<file path="config.mk">
export PLATFORM = sky130hd
export DESIGN_NAME = multicycle_control
export DESIGN_NICKNAME = d
export VERILOG_FILES = /design/src/rtl/mc_ctrl_pkg.sv /design/src/rtl/mc_ctrl_outdec.sv /design/src/rtl/multicycle_control.sv
export SDC_FILE = /design/constraint.sdc
export NUM_CORES = 1
export LEC_CHECK = 0
export BUFFER_PORTS_ARGS = -buffer_cell sky130_fd_sc_hd__buf_2
export CORE_AREA = 4 4 41 43
export CTS_CLUSTER_SIZE = 20
export DETAILED_ROUTE_END_ITERATION = 10
export DIE_AREA = 0 0 45 47
export MAX_ROUTING_LAYER = met4
export SETUP_SLACK_MARGIN = 0.3
export SLEW_MARGIN = 20
export SYNTH_ARGS = -nofsm -noshare
export SYNTH_HDL_FRONTEND = slang
export SYNTH_SLANG_ARGS = --single-unit
</file>
<file path="constraint.sdc">
create_clock -name clk -period 1.7 [get_ports clk]
set_clock_uncertainty 0.2 [all_clocks]
set_input_delay 0.17 -clock clk [delete_from_list [all_inputs] [get_ports clk]]
set_output_delay 0.17 -clock clk [all_outputs]
set_load 0.01 [all_outputs]
</file>
<file path="src/rtl/mc_ctrl_pkg.sv">
// Shared definitions for the multicycle MIPS main controller:
// state codes, opcode constants, ALUOp/PCSrc encodings and the
// packed control word handed from the output decoder to the top.
package mc_ctrl_pkg;

  typedef enum logic [3:0] {
    S_FETCH   = 4'd0,
    S_DECODE  = 4'd1,
    S_MEMADR  = 4'd2,
    S_MEMRD   = 4'd3,
    S_MEMWB   = 4'd4,
    S_MEMWR   = 4'd5,
    S_EXECUTE = 4'd6,
    S_ALUWB   = 4'd7,
    S_BRANCH  = 4'd8,
    S_ADDIEX  = 4'd9,
    S_ADDIWB  = 4'd10,
    S_JUMP    = 4'd11
  } state_t;

  localparam logic [5:0] OP_LW    = 6'b100011;
  localparam logic [5:0] OP_SW    = 6'b101011;
  localparam logic [5:0] OP_RTYPE = 6'b000000;
  localparam logic [5:0] OP_BEQ   = 6'b000100;
  localparam logic [5:0] OP_ADDI  = 6'b001000;
  localparam logic [5:0] OP_J     = 6'b000010;

  localparam logic [1:0] ALUOP_ADD   = 2'b00;
  localparam logic [1:0] ALUOP_SUB   = 2'b01;
  localparam logic [1:0] ALUOP_FUNCT = 2'b10;

  localparam logic [1:0] PCSRC_ALURES = 2'b00;
  localparam logic [1:0] PCSRC_ALUOUT = 2'b01;
  localparam logic [1:0] PCSRC_JUMP   = 2'b10;

  localparam logic [1:0] SRCB_B      = 2'b00;
  localparam logic [1:0] SRCB_FOUR   = 2'b01;
  localparam logic [1:0] SRCB_IMM    = 2'b10;
  localparam logic [1:0] SRCB_IMMSH2 = 2'b11;

  typedef struct packed {
    logic       iord;
    logic       memwrite;
    logic       irwrite;
    logic       regdst;
    logic       memtoreg;
    logic       regwrite;
    logic       alusrca;
    logic [1:0] alusrcb;
    logic [1:0] aluop;
    logic [1:0] pcsrc;
    logic       pcwrite;
    logic       branch;
  } ctrl_t;

endpackage

</file>
<file path="src/rtl/mc_ctrl_outdec.sv">
// Combinational state -> control word decoder (Moore outputs).
// Ports:
//   i_state : current FSM state code (4 bits, codes 12-15 unused)
//   o_ctrl  : packed datapath control word; all zero for unused codes
module mc_ctrl_outdec
  import mc_ctrl_pkg::*;
(
  input  logic [3:0] i_state,
  output ctrl_t      o_ctrl
);

  always_comb begin
    o_ctrl = '0;
    case (i_state)
      S_FETCH: begin
        o_ctrl.irwrite = 1'b1;
        o_ctrl.alusrcb = SRCB_FOUR;
        o_ctrl.aluop   = ALUOP_ADD;
        o_ctrl.pcsrc   = PCSRC_ALURES;
        o_ctrl.pcwrite = 1'b1;
      end
      S_DECODE: begin
        o_ctrl.alusrcb = SRCB_IMMSH2;
        o_ctrl.aluop   = ALUOP_ADD;
      end
      S_MEMADR, S_ADDIEX: begin
        o_ctrl.alusrca = 1'b1;
        o_ctrl.alusrcb = SRCB_IMM;
        o_ctrl.aluop   = ALUOP_ADD;
      end
      S_MEMRD: o_ctrl.iord = 1'b1;
      S_MEMWB: begin
        o_ctrl.memtoreg = 1'b1;
        o_ctrl.regwrite = 1'b1;
      end
      S_MEMWR: begin
        o_ctrl.iord     = 1'b1;
        o_ctrl.memwrite = 1'b1;
      end
      S_EXECUTE: begin
        o_ctrl.alusrca = 1'b1;
        o_ctrl.alusrcb = SRCB_B;
        o_ctrl.aluop   = ALUOP_FUNCT;
      end
      S_ALUWB: begin
        o_ctrl.regdst   = 1'b1;
        o_ctrl.regwrite = 1'b1;
      end
      S_BRANCH: begin
        o_ctrl.alusrca = 1'b1;
        o_ctrl.alusrcb = SRCB_B;
        o_ctrl.aluop   = ALUOP_SUB;
        o_ctrl.pcsrc   = PCSRC_ALUOUT;
        o_ctrl.branch  = 1'b1;
      end
      S_ADDIWB: o_ctrl.regwrite = 1'b1;
      S_JUMP: begin
        o_ctrl.pcsrc   = PCSRC_JUMP;
        o_ctrl.pcwrite = 1'b1;
      end
      default: o_ctrl = '0;
    endcase
  end

endmodule

</file>
<file path="src/rtl/multicycle_control.sv">
// Main control FSM for the multicycle MIPS datapath.
// Ports:
//   clk, reset      : clock, asynchronous active-high reset (-> FETCH)
//   Op              : opcode from the instruction register
//   IorD..Branch    : datapath enables / mux selects (Moore outputs)
//   State           : current state code for debug
module multicycle_control
  import mc_ctrl_pkg::*;
#(
  parameter int OPW = 6
) (
  input  logic           clk,
  input  logic           reset,
  input  logic [OPW-1:0] Op,
  output logic           IorD,
  output logic           MemWrite,
  output logic           IRWrite,
  output logic           RegDst,
  output logic           MemtoReg,
  output logic           RegWrite,
  output logic           ALUSrcA,
  output logic [1:0]     ALUSrcB,
  output logic [1:0]     ALUOp,
  output logic [1:0]     PCSrc,
  output logic           PCWrite,
  output logic           Branch,
  output logic [3:0]     State
);

  logic [3:0] r_state;
  logic [3:0] w_next;
  ctrl_t      w_ctrl;

  always_ff @(posedge clk or posedge reset) begin
    if (reset) r_state <= S_FETCH;
    else       r_state <= w_next;
  end

  // Unrecognised opcodes and unused state codes both fall back to FETCH.
  always_comb begin
    w_next = S_FETCH;
    case (r_state)
      S_FETCH:  w_next = S_DECODE;
      S_DECODE: begin
        case (Op)
          OP_LW, OP_SW: w_next = S_MEMADR;
          OP_RTYPE:     w_next = S_EXECUTE;
          OP_BEQ:       w_next = S_BRANCH;
          OP_ADDI:      w_next = S_ADDIEX;
          OP_J:         w_next = S_JUMP;
          default:      w_next = S_FETCH;
        endcase
      end
      S_MEMADR:  w_next = (Op == OP_SW) ? S_MEMWR : S_MEMRD;
      S_MEMRD:   w_next = S_MEMWB;
      S_EXECUTE: w_next = S_ALUWB;
      S_ADDIEX:  w_next = S_ADDIWB;
      default:   w_next = S_FETCH;
    endcase
  end

  mc_ctrl_outdec u_outdec (
    .i_state (r_state),
    .o_ctrl  (w_ctrl)
  );

  assign IorD     = w_ctrl.iord;
  assign MemWrite = w_ctrl.memwrite;
  assign IRWrite  = w_ctrl.irwrite;
  assign RegDst   = w_ctrl.regdst;
  assign MemtoReg = w_ctrl.memtoreg;
  assign RegWrite = w_ctrl.regwrite;
  assign ALUSrcA  = w_ctrl.alusrca;
  assign ALUSrcB  = w_ctrl.alusrcb;
  assign ALUOp    = w_ctrl.aluop;
  assign PCSrc    = w_ctrl.pcsrc;
  assign PCWrite  = w_ctrl.pcwrite;
  assign Branch   = w_ctrl.branch;
  assign State    = r_state;

endmodule
</file>
==> Word level (Yosys, flattened, before mapping) <==
Index checks and enable logic that the tools add are counted.
{ "totals": {"reg_bits": 4, "input_bits": 8, "output_inout_bits": 19, "word_cells": 39} }
{ "op_classes": {"eq_ne": 16, "muxes": 14, "reduce_logical": 8} }
{ "ops": {"columns": ["op", "count"], "rows": [
  ["4-bit one-hot mux with 5 select lines", 2],
  ["4-bit one-hot mux with 6 select lines", 1],
  ["4-bit by 3-bit equality test with 1-bit output (second input constant)", 4],
  ["4-bit equality test (second input constant)", 4],
  ["6-bit equality test (second input constant)", 2],
  ["1-bit 2-to-1 mux", 9],
  ["4-bit by 2-bit equality test with 1-bit output (second input constant)", 2],
  ["2-bit OR reduction", 4],
  ["6-bit by 2-bit equality test with 1-bit output (second input constant)", 1],
  ["6-bit by 3-bit equality test with 1-bit output (second input constant)", 1],
  ["6-bit by 4-bit equality test with 1-bit output (second input constant)", 1],
  ["6-bit zero test", 1],
  ["4-bit by 1-bit equality test with 1-bit output (second input constant)", 1],
  ["4-bit zero test", 1],
  ["2-bit one-hot mux with 2 select lines", 1],
  ["4-bit OR reduction", 1],
  ["3-bit 2-to-1 mux", 1],
  ["3-bit OR reduction", 1]
]} }

==> Depth between registers and ports, before layout <==
Gate-level depths: netlist of run 1.
{ "logic_depth": {"ltp_word": 4, "ltp_mapped": 4, "mapped_depth_nobuf": 3} }

==> Cells and area by module <==
A second synthesis of run 1 with hierarchy kept.
{ "unflattened": {"cells_unflattened": 57, "hier_area_um2": 449.2} }
{ "modules_own_cells": {"columns": ["mod", "n_inst", "cells_each", "area_per_inst_um2", "seq_area_each_um2"], "rows": [
  ["multicycle_control", 1, 30, 289.0, 100.1],
  ["mc_ctrl_outdec", 1, 27, 160.2, 0.0]
]} }

==> Least setup slack after synthesis of run 1 <==
No wires, ideal clock.
{ "synth_path": {"path_kind": "register to output", "start": "register r_state[2], in the netlist State[2]", "end": "output port PCSrc[0]", "t_arrival_ps": 1313, "required_ps": 1330, "slack_ps": 17, "path_stages_with_launch": 5, "n_path_buf": 2, "cell_sequence": "dfrtp_1 > buf_4 > nand2b_1 > nor3_1 > buf_4"} }
{ "synth_between": {"elab_chain_cells": 2, "word_cells_on_any_way": 3, "cone_classes": "2 x eq/ne; 1 x mux"} }
{ "synth_lines": {"columns": ["item", "line_no", "rtl"], "rows": [
  ["start: declaration", "multicycle_control.sv:30", "logic [3:0] r_state;"],
  ["start signal: assignment", "multicycle_control.sv:36", "else r_state <= w_next;"],
  ["4-bit equality test", "mc_ctrl_outdec.sv:14", "case (i_state)"],
  ["2-bit one-hot mux with 2 select lines (*)", "mc_ctrl_outdec.sv:14", null],
  ["end: declaration", "multicycle_control.sv:24", "output logic [1:0] PCSrc,"]
]} }
Mark *: on every way between the ends. The rest lies on a longest branch, timed or not.

==> Worst setup path after layout of run 1 <==
{ "layout_path": {"start": "register r_state[0], in the netlist State[0]", "end": "output port ALUSrcB[1]"} }
{ "layout_between": {"elab_chain_cells": 3, "word_cells_on_any_way": 8, "cone_classes": "5 x eq/ne; 1 x mux; 2 x reduce/logical"} }
{ "layout_lines": {"columns": ["item", "line_no", "rtl"], "rows": [
  ["4-bit by 2-bit equality test with 1-bit output / 4-bit equality test (equally long branches)", "mc_ctrl_outdec.sv:14", null],
  ["2-bit OR reduction", "mc_ctrl_outdec.sv:14", null],
  ["4-bit one-hot mux with 5 select lines (*)", "mc_ctrl_outdec.sv:14", null],
  ["end: declaration", "multicycle_control.sv:22", "output logic [1:0] ALUSrcB,"]
]} }
Marks and branches as above.

==> results.md, run 1 <==
* Run status: finished with violations
* Failing checks: setup timing
* Fillcell total at 132
* Sequential cell area fraction in the yosys report at 24.2%
* Post-route cell area at 821 um^2
* CTS tree: done
* Max-slew violation count at 0
* Drt drc at 0
* Setup TNS at -0.108 ns
* Final hold vios at 0
* DRT iter0 DRCs at 0
* Antenna cells at 0
* Port Buf Inserts at 26
* Hold Path Class: in2reg
* Top-Level Pins at 27
* Critical R2R Capture: State[2]$_DFF_PP0_
* Vias at 565
* Tcrit/Tclk final at 103%
* Area growth syn-to-layout at 98.2%
* Syn Area/Cell at 7.67 um^2
* Critical Path Source: State[0]$_DFF_PP0_
* Chip height at 47 um
* FF/Latch Area at 108 um^2
* Max-Cap Viols at 0
* Max layer used: met3
* Setup CP Type: reg2out
* Post-DP Area at 656 um^2
* Syn Nets at 62
* Layout cells sized above 1 at 67.0%
* WHS at 0.0148 ns
* Leakage power at 0.000400 uW
* Number of flip-flops in the largest register at 4
* Mapped Cells at 54
* DIE AREA at 2120 um^2
* Wire per inst at 11.8 um
* Ys Warns at 0
* Final core occ at 63.1%
* Met2 routed WL at 747 um
* Total wire length at 1.33 mm
* Vias per cell at 5.04
* First-pass GRT wire length at 2.36 mm
* Vias in the first global route at 553
* Clk buf depth at 2
* Flop and latch count out of synthesis at 4
* All-Layer GR Usage at 16.3%
* Req. time, crit path at 1.33 ns
* Tmin final at 1.75 ns
* Antenna violations before repair at 0
* Initial Util at 31.8%
* Worst setup SP type: flip-flop
* Num CTS Buffers at 3
* Worst-path fanout max at 5
* R2r setup slk at 0.07 ns
* Setup crit end: ALUSrcB[1]
* Slew Limit Headroom at 77.8%
* Largest net degree at the start of global routing at 8
* Endpoints failing setup at 3
* RSZ-0062 raised after global routing: true
* Area of the multi-input gates at 373 um^2
* Synth cell types at 30
* H-tree Lvls at 1
* Clk Latency, worst-skew pair at 0.24 ns
* M1 WL at 515 um
* Met3 Routed Length at 61 um
* Worst-Margin Slew at 0.330 ns
* Mapped cell area at 414 um^2
* Dpl ws at 0.122 ns
* Nets@finish at 106
* CTS sink count at 4
* Remaining Overflow, GRT at 0
* Setup slack after layout at -0.0484 ns
* Power density over cell area at 1410 nW/um^2
* Root buf cell: clkbuf_4
* HPWL Detailed at 965 um
* Antenna Violating Nets Remaining at 0
* Reg clk slew, reported paths at 0.05 ns
* Die Wd at 45 um
* Core area at 1300 um^2
* Routability congestion estimate at 0.715
* Drt pass-1 iters at 1
* Worst Path Arrival at 1.38 ns
* Crit. End Element: output pin
* Cell Rows at 13
* Worst Reg-to-Reg Cells at 5
* Worst vdd ir at 0.000493 V
* RR Startpoint: State[0]$_DFF_PP0_
* Fmax at 572 MHz
==> cells in the mapped netlist (all sizes together) <==
| cell type | n | area, um^2 |
|---|---|---|
| a21boi | 1 | 7.51 |
| a21o | 1 | 7.51 |
| a21oi | 1 | 5.00 |
| a221oi | 1 | 8.76 |
| a31oi | 1 | 6.26 |
| and3 | 1 | 6.26 |
| and4b | 1 | 10.0 |
| buf | 5 | 32.5 |
| dfrtp | 4 | 100 |
| inv | 2 | 7.51 |
| mux2i | 1 | 10.0 |
| nand2 | 2 | 7.51 |
| nand2b | 3 | 18.8 |
| nand3 | 1 | 5.00 |
| nand4 | 2 | 12.5 |
| nor2 | 6 | 22.5 |
| nor3 | 6 | 30.0 |
| nor3b | 2 | 15.0 |
| nor4 | 1 | 6.26 |
| nor4b | 1 | 8.76 |
| o211ai | 2 | 20.0 |
| o21ai | 1 | 5.00 |
| o221ai | 1 | 8.76 |
| or2 | 1 | 6.26 |
| or3 | 2 | 12.5 |
| or4 | 1 | 7.51 |
| xnor2 | 2 | 17.5 |
| xor2 | 1 | 8.76 |
==> logic make-up (layout without fill, tap and decap cells) <==
logic type | count (synthesis) | count (layout) | share of synthesized area (%)
multiplexers | 1 | 1 | 2.42
flip-flops | 4 | 4 | 24.2
buffers and inverters | 7 | 50 | 9.67
AND/OR/NAND/NOR | 30 | 30 | 40.8
AO/OA/AOI/OAI | 9 | 9 | 16.6
XOR/XNOR | 3 | 3 | 6.35
==> repair_timing <==
| action | CTS | global route |
|---|---|---|
| pin swaps | 2 | 1 |
| hold buffers | 1 | 0 |
| resized for setup | 9 | 1 |
| endpoints found under the setup margin | 19 | 19 |
| buffers inserted | 12 | 0 |
| endpoints found under the hold margin | 4 | 0 |
==> metal layers <==
layer,up-vias,global-route usage [%]
met2,11,28.0
met5,-,-
li1,286,-
met4,0,10.5
met3,0,2.30
met1,268,17.5
==> worst max-delay path, stage by stage, from the launching register on <==
cell and delay [ns]:
dfrtp_4 0.50, or3_4 0.39, a21oi_2 0.11, buf_2 0.13
==> worst min path at each step <==
stage           from            endpoint  slack (ns)  depth (start not counted)
2_1_floorplan  reset  State[3]$_DFF_PP0_       -0.26                          1
3_3_place_gp   reset  State[3]$_DFF_PP0_       -0.15                          2
3_5_place_dp   reset  State[3]$_DFF_PP0_       -0.15                          2
4_1_cts        Op[2]  State[3]$_DFF_PP0_        0.02                          3
5_1_grt        Op[2]  State[3]$_DFF_PP0_        0.04                          3
6_report       Op[2]  State[3]$_DFF_PP0_        0.01                          3
==> power breakdown <==
| part | total, uW | switching (uW) | internal, uW |
|---|---|---|---|
| Combinational | 845 | 385 | 459 |
| Clock | 131 | 42.8 | 88.3 |
| Sequential | 183 | 48.2 | 134 |
| Total | 1160 | 476 | 682 |
==> cell type report <==
type                    count  share of cell area [%]
multi-input cells          43                    45.4
repair buffers             44                    35.1
flip-flops and latches      4                    13.1
clock buffers               4                    3.20
well taps                  15                    2.29
inverters                   2                   0.915
==> through the flow <==
stage                     std cells  total power, uW
after floorplan                  54              661
after global placement           95              824
after detailed placement         95              832
after CTS                       112             1170
after global routing            112             1260
final                           112             1160
==> placed cells by master, fill, tap and decap left out, types with 2 or more instances in the layout <==
cell | netlist | final
buf_2 | 2 | 24
buf_4 | 3 | 15
buf_6 | 0 | 4
clkbuf_4 | 0 | 3
dfrtp_2 | 0 | 3
inv_1 | 2 | 2
nand2_1 | 2 | 2
nand2b_4 | 0 | 3
nand4_1 | 2 | 2
nor2_1 | 6 | 5
nor3_1 | 6 | 2
nor3_2 | 0 | 2
nor3_4 | 0 | 2
nor3b_2 | 0 | 2
xnor2_1 | 2 | 2
No activity file was read; power rests on OpenSTA's default activity.
==> inputs of run 2 (changes only) <==
Settings changed: SYNTH_HIERARCHICAL set to 1.
==> run 2 against run 1 <==
Against the previous run: the flow now finishes without violations; largest power group unchanged; sequential cell count unchanged; global-route usage decreased by 3.7 points; routed wire length decreased by 0.38%; count of clock-buffer cells in the layout unchanged; synthesized area increased by 8.5%; non-clock buffer count decreased by 5.
==> results.md, run 2 <==
* Max-Cap Viols at 0
* Sequential cell area fraction in the yosys report at 22.3%
* Final core occ at 62.6%
* Drt drc at 0
* HPWL Detailed at 899 um
* Endpoints failing setup at 0
* Cell taking the most area after synthesis: dfrtp_1
* Clk Latency, worst-skew pair at 0.24 ns
* All-Layer GR Usage at 12.6%
* Area of the multi-input gates at 399 um^2
* Mapped cell area at 449 um^2
* CTS tree: done
* Hold Path Class: in2reg
* Largest net degree at the start of global routing at 13
* Fmax at 591 MHz
* Commonest cells after routing, fill and taps aside: buf_2, buf_6, buf_4
* CTS sink count at 4
* Synth top area cells: dfrtp_1, nand2b_1, nor3_1, xor2_1, nor2_1
* Worst Path Arrival at 1.32 ns
* Most common cell after layout, fill and taps aside: buf_2
* Top-Level Pins at 27
* Placed Cells incl. Taps at 98
* Core area at 1300 um^2
* H-tree Lvls at 1
* Num CTS Buffers at 3
* Initial Util at 34.5%
* Fillcell total at 120
* Worst-path fanout max at 7
* Post-synth EDFFs at 0
* Met2 routed WL at 699 um
* Worst vdd ir at 0.000531 V
* Root buf cell: clkbuf_4
* Final hold vios at 0
* Primary FF master, synth: dfrtp_1
* First-pass GRT wire length at 1.93 mm
* Power density over cell area at 1440 nW/um^2
* Tcrit/Tclk final at 99.5%
* RSZ-0062 raised after global routing: true
* Wire per inst at 11.9 um
* WHS at 0.0421 ns
* Worst setup SP type: flip-flop
* Post-synth top cells: nor2_1, nor3_1, nand2b_1
* M1 WL at 535 um
* Req. time, crit path at 1.33 ns
* DRT iter0 DRCs at 2
* Port Buf Inserts at 26
* DIE AREA at 2120 um^2
* Final Non-Filler Cells at 111
* Clk buf depth at 2
* Slew Limit Headroom at 77.6%
* Synth cell types at 30
* Routability congestion estimate at 0.838
* Die Wd at 45 um
* Share of the synthesized area in the top cell type at 22.3%
* Vias per cell at 5.14
* Flop and latch count out of synthesis at 4
* Antenna Violating Nets Remaining at 0
* Remaining Overflow, GRT at 0
* Vias in the first global route at 453
* Setup TNS at 0 ns
* Worst-Margin Slew at 0.335 ns
* Max-slew violation count at 0
* Worst Reg-to-Reg Cells at 5
* Run status: finished, final reports clean
* Met3 Routed Length at 71 um
* Mapped Cells at 57
* Chip height at 47 um
* Max layer used: met4
* Ys Warns at 6
* Antenna violations before repair at 0
* Total wire length at 1.32 mm
* Antenna cells at 0
* Syn Area/Cell at 7.88 um^2
* Tmin final at 1.69 ns
* Setup CP Type: reg2out
* WHS Path Cells at 4
* R2r setup slk at 0.31 ns
* Vias at 570
* RR Startpoint: State[3]$_DFF_PP0_
* Syn Nets at 65
* Hold Startpoint: Op[5]
* Critical R2R Capture: State[2]$_DFF_PP0_
* FF/Latch Area at 105 um^2
* Crit. End Element: output pin
* Post-synth ARST share at 100%
* Drt pass-1 iters at 4
* Hold EP: State[3]$_DFF_PP0_
* Leakage power at 0.000374 uW
* Area growth syn-to-layout at 81.3%
* Nets@finish at 105
* Reg clk slew, reported paths at 0.04 ns
* Cell Rows at 13
* Layout cells sized above 1 at 65.6%
* Number of flip-flops in the largest register at 4
-- run 2: cell types whose count changed in the layout (fill, tap and decap cells not counted), sizes merged, moves of 2 or more --
cell,before,now
nand2b,3,5
xor2,1,3
buf,43,37
o21ai,1,3
o22ai,0,2
nand2,2,4
-- run 2: worst max path at each step --
stage                  to                from  cells after the start
2_1_floorplan    PCSrc[0]  State[2]$_DFF_PP0_                      3
3_3_place_gp   ALUSrcB[1]  State[3]$_DFF_PP0_                      3
3_5_place_dp   ALUSrcB[1]  State[3]$_DFF_PP0_                      3
4_1_cts        ALUSrcB[1]  State[3]$_DFF_PP0_                      3
5_1_grt           ALUSrcA  State[3]$_DFF_PP0_                      3
6_report       ALUSrcB[1]  State[3]$_DFF_PP0_                      3
-- run 2: what timing repair did --
item | in CTS | in global routing
gates resized for setup | 4 | 13
buffers inserted | 5 | 2
endpoints found under the setup margin | 18 | 21
hold endpoints to repair | 5 | 0
pin swaps | 0 | 3
hold buffers | 2 | 0
-- run 2: layout make-up --
cell class                 instances  area share (%)
clock buffer                       4            3.23
multi-input combinational         47            49.0
inverter                           2           0.922
tap                               15            2.30
timing repair buffer              39            31.6
sequential                         4            12.9
-- run 2: per-stage QoR --
step / setup slack (ns) / instance area (um^2) / total power [uW]
floorplan: 0.257 / 487 / 624
detailed placement: 0.210 / 641 / 845
CTS: 0.00635 / 742 / 1070
global route: -0.0385 / 815 / 1260
global placement: 0.238 / 641 / 840
finish: 0.00811 / 815 / 1170
-- run 2: cell families (layout without fill, tap and decap cells) --
group	after synthesis	count (layout)	share of synthesized area (%)
simple gates	30	30	38.4
compound gates	13	13	24.2
buf+inv	6	45	7.24
xor+xnor	4	4	7.80
flops	4	4	22.3
-- run 2: metal layers --
metal / vias up / GRT usage [%]
met4: 0 / 7.02
met5: - / -
li1: 289 / -
met2: 16 / 19.5
met3: 2 / 0
met1: 263 / 16.6
-- run 2: report_power, final --
group          total (uW)  switching [uW]  internal, uW
Clock                 131            42.5          88.3
Combinational         860             423           438
Sequential            182            51.1           131
Total                1170             516           657
-- run 2: critical path, cell delays in order (launching register included) --
cell and delay [ns]:
dfrtp_2 0.44, or3b_4 0.39, a21oi_2 0.11, buf_2 0.13
==> inputs of run 3 (changes only) <==
--- a/config.mk
+++ b/config.mk
@@ -13,2 +13,3 @@
 export MAX_ROUTING_LAYER = met4
+export PLACE_DENSITY = 0.71
 export SETUP_SLACK_MARGIN = 0.3
==> constraint.sdc (replaced) <==
create_clock -name clk -period 1.7 [get_ports clk]
set_clock_uncertainty 0.2 [all_clocks]
set_input_delay 0.34 -clock clk [delete_from_list [all_inputs] [get_ports clk]]
set_output_delay 0.34 -clock clk [all_outputs]
set_load 0.01 [all_outputs]
==> run 3 against run 2 <==
Against the previous run: via count is 3.3% higher; die area is the same; design area increased by 7.8%; sequential cell count unchanged; first-iteration DRC count grew to 6.0 times the previous value; the run now ends with setup timing left; critical path depth stayed put; clock power decreased by 9.9%; largest power group unchanged; hold slack gained 0.069 ns; cell count is 1.8% higher; worst setup slack worse by 0.16 ns.
==> results.md, run 3 (synthesis gave the netlist of run 2 again) <==
* CTS sink count at 4
* Run status: finished with violations
* Initial Util at 34.5%
* Routability congestion estimate at 0.965
* Cell Rows at 13
* Placed Cells incl. Taps at 101
* Vias per cell at 5.21
* H-tree Lvls at 1
* Antenna Violating Nets Remaining at 0
* Total power at 1280 uW
* Tmin final at 1.85 ns
* Setup slack after layout at -0.151 ns
* Failing checks: setup timing
* Largest net degree at the start of global routing at 11
* DIE AREA at 2120 um^2
* CTS tree: done
* Number of flip-flops in the largest register at 4
* Max-Cap Viols at 0
* Nets@finish at 108
* Drt pass-1 iters at 4
* Worst setup SP type: flip-flop
* Die Wd at 45 um
* Req. time, crit path at 1.16 ns
* Fmax at 540 MHz
* Crit. End Element: output pin
* Max-slew violation count at 0
* Final Non-Filler Cells at 113
* RSZ-0062 raised after global routing: true
* Antenna cells at 0
* DRT iter0 DRCs at 12
* Slew Limit Headroom at 78.7%
* Power density over cell area at 1450 nW/um^2
* WHS at 0.111 ns
* Chip height at 47 um
* Endpoints failing setup at 15
* Leakage power at 0.000400 uW
* Worst-path fanout max at 5
* Tcrit/Tclk final at 109%
* Clk Latency, worst-skew pair at 0.24 ns
* Layout cells sized above 1 at 74.5%
* Root buf cell: clkbuf_4
* Worst-Margin Slew at 0.319 ns
* HPWL Detailed at 1.04 mm
* Total wire length at 1.60 mm
* Drt drc at 0
* Commonest cells after routing, fill and taps aside: buf_2, buf_6, buf_4
* Setup CP Type: reg2out
* Most common cell after layout, fill and taps aside: buf_2
* Wire per inst at 14.2 um
* Hold Path Class: in2reg
* Num CTS Buffers at 3
* Fillcell total at 118
* First-pass GRT wire length at 2.58 mm
* Worst Path Arrival at 1.31 ns
* Port Buf Inserts at 26
* Final hold vios at 0
* All-Layer GR Usage at 17.2%
* Top-Level Pins at 27
* Area growth syn-to-layout at 95.5%
* Vias at 589
* Antenna violations before repair at 0
* Reg clk slew, reported paths at 0.04 ns
* Core area at 1300 um^2
* Worst vdd ir at 0.000683 V
* Clk buf depth at 2
* Remaining Overflow, GRT at 0
* Vias in the first global route at 592
* Final core occ at 67.5%
* Setup TNS at -1.24 ns
-- run 3: cell types whose count changed in the layout (fill, tap and decap cells not counted), sizes merged --
| cell | before | now |
|---|---|---|
| clkbuf | 4 | 3 |
| dlygate4sd3 | 2 | 1 |
| buf | 37 | 41 |
-- run 3: where the power goes --
group	switching [uW]	total [uW]	internal (uW)
Combinational	470	970	500
Sequential	57.3	188	131
Clock	39.3	118	79.0
Total	566	1280	710
-- run 3: worst paths after layout --
kind                                            to  depth (start not counted)  slack (ns)          startpoint
max in group asynchronous       State[1]$_DFF_PP0_                          3        0.80               reset
min in group asynchronous       State[2]$_DFF_PP0_                          3        0.34               reset
worst min-delay path            State[3]$_DFF_PP0_                          2        0.11               Op[4]
worst max-delay path                    ALUSrcB[1]                          3       -0.15  State[3]$_DFF_PP0_
worst max register to register  State[3]$_DFF_PP0_                          4        0.20  State[2]$_DFF_PP0_
worst min register to register  State[0]$_DFF_PP0_                          2        0.43  State[0]$_DFF_PP0_
-- run 3: through the flow --
step | setup slack (ns) | area (um^2)
floorplan | 0.0875 | 528
global placement | 0.103 | 691
detailed placement | 0.0939 | 691
CTS | -0.138 | 830
global route | -0.189 | 878
finish | -0.151 | 878
-- run 3: repair_timing --
item,in CTS,in global routing
resized for setup,14,6
hold buffers,1,0
endpoints found under the setup margin,22,22
setup buffers,6,2
pin swaps,7,2
endpoints found under the hold margin,4,0
-- run 3: per-layer routing --
metal  track usage [%]  part of all wire (%)
met5                 -                     0
met4              8.77                   1.7
met3              1.15                   5.5
met2              31.1                    54
met1              18.9                    38
-- run 3: layout make-up --
class	instances	area, um^2	area share, %
Inverter	2	7.51	0.855
Timing Repair Buffer	42	292	33.2
Sequential cell	4	105	12.0
Clock buffer	3	22.5	2.56
Tap cell	15	18.8	2.14
Multi-Input combinational cell	47	433	49.3
-- run 3: worst max-delay path, stage by stage, from the launching register on --
cell     delay (ns)
dfrtp_2        0.44
or3b_4         0.39
a21oi_2        0.11
buf_2          0.13
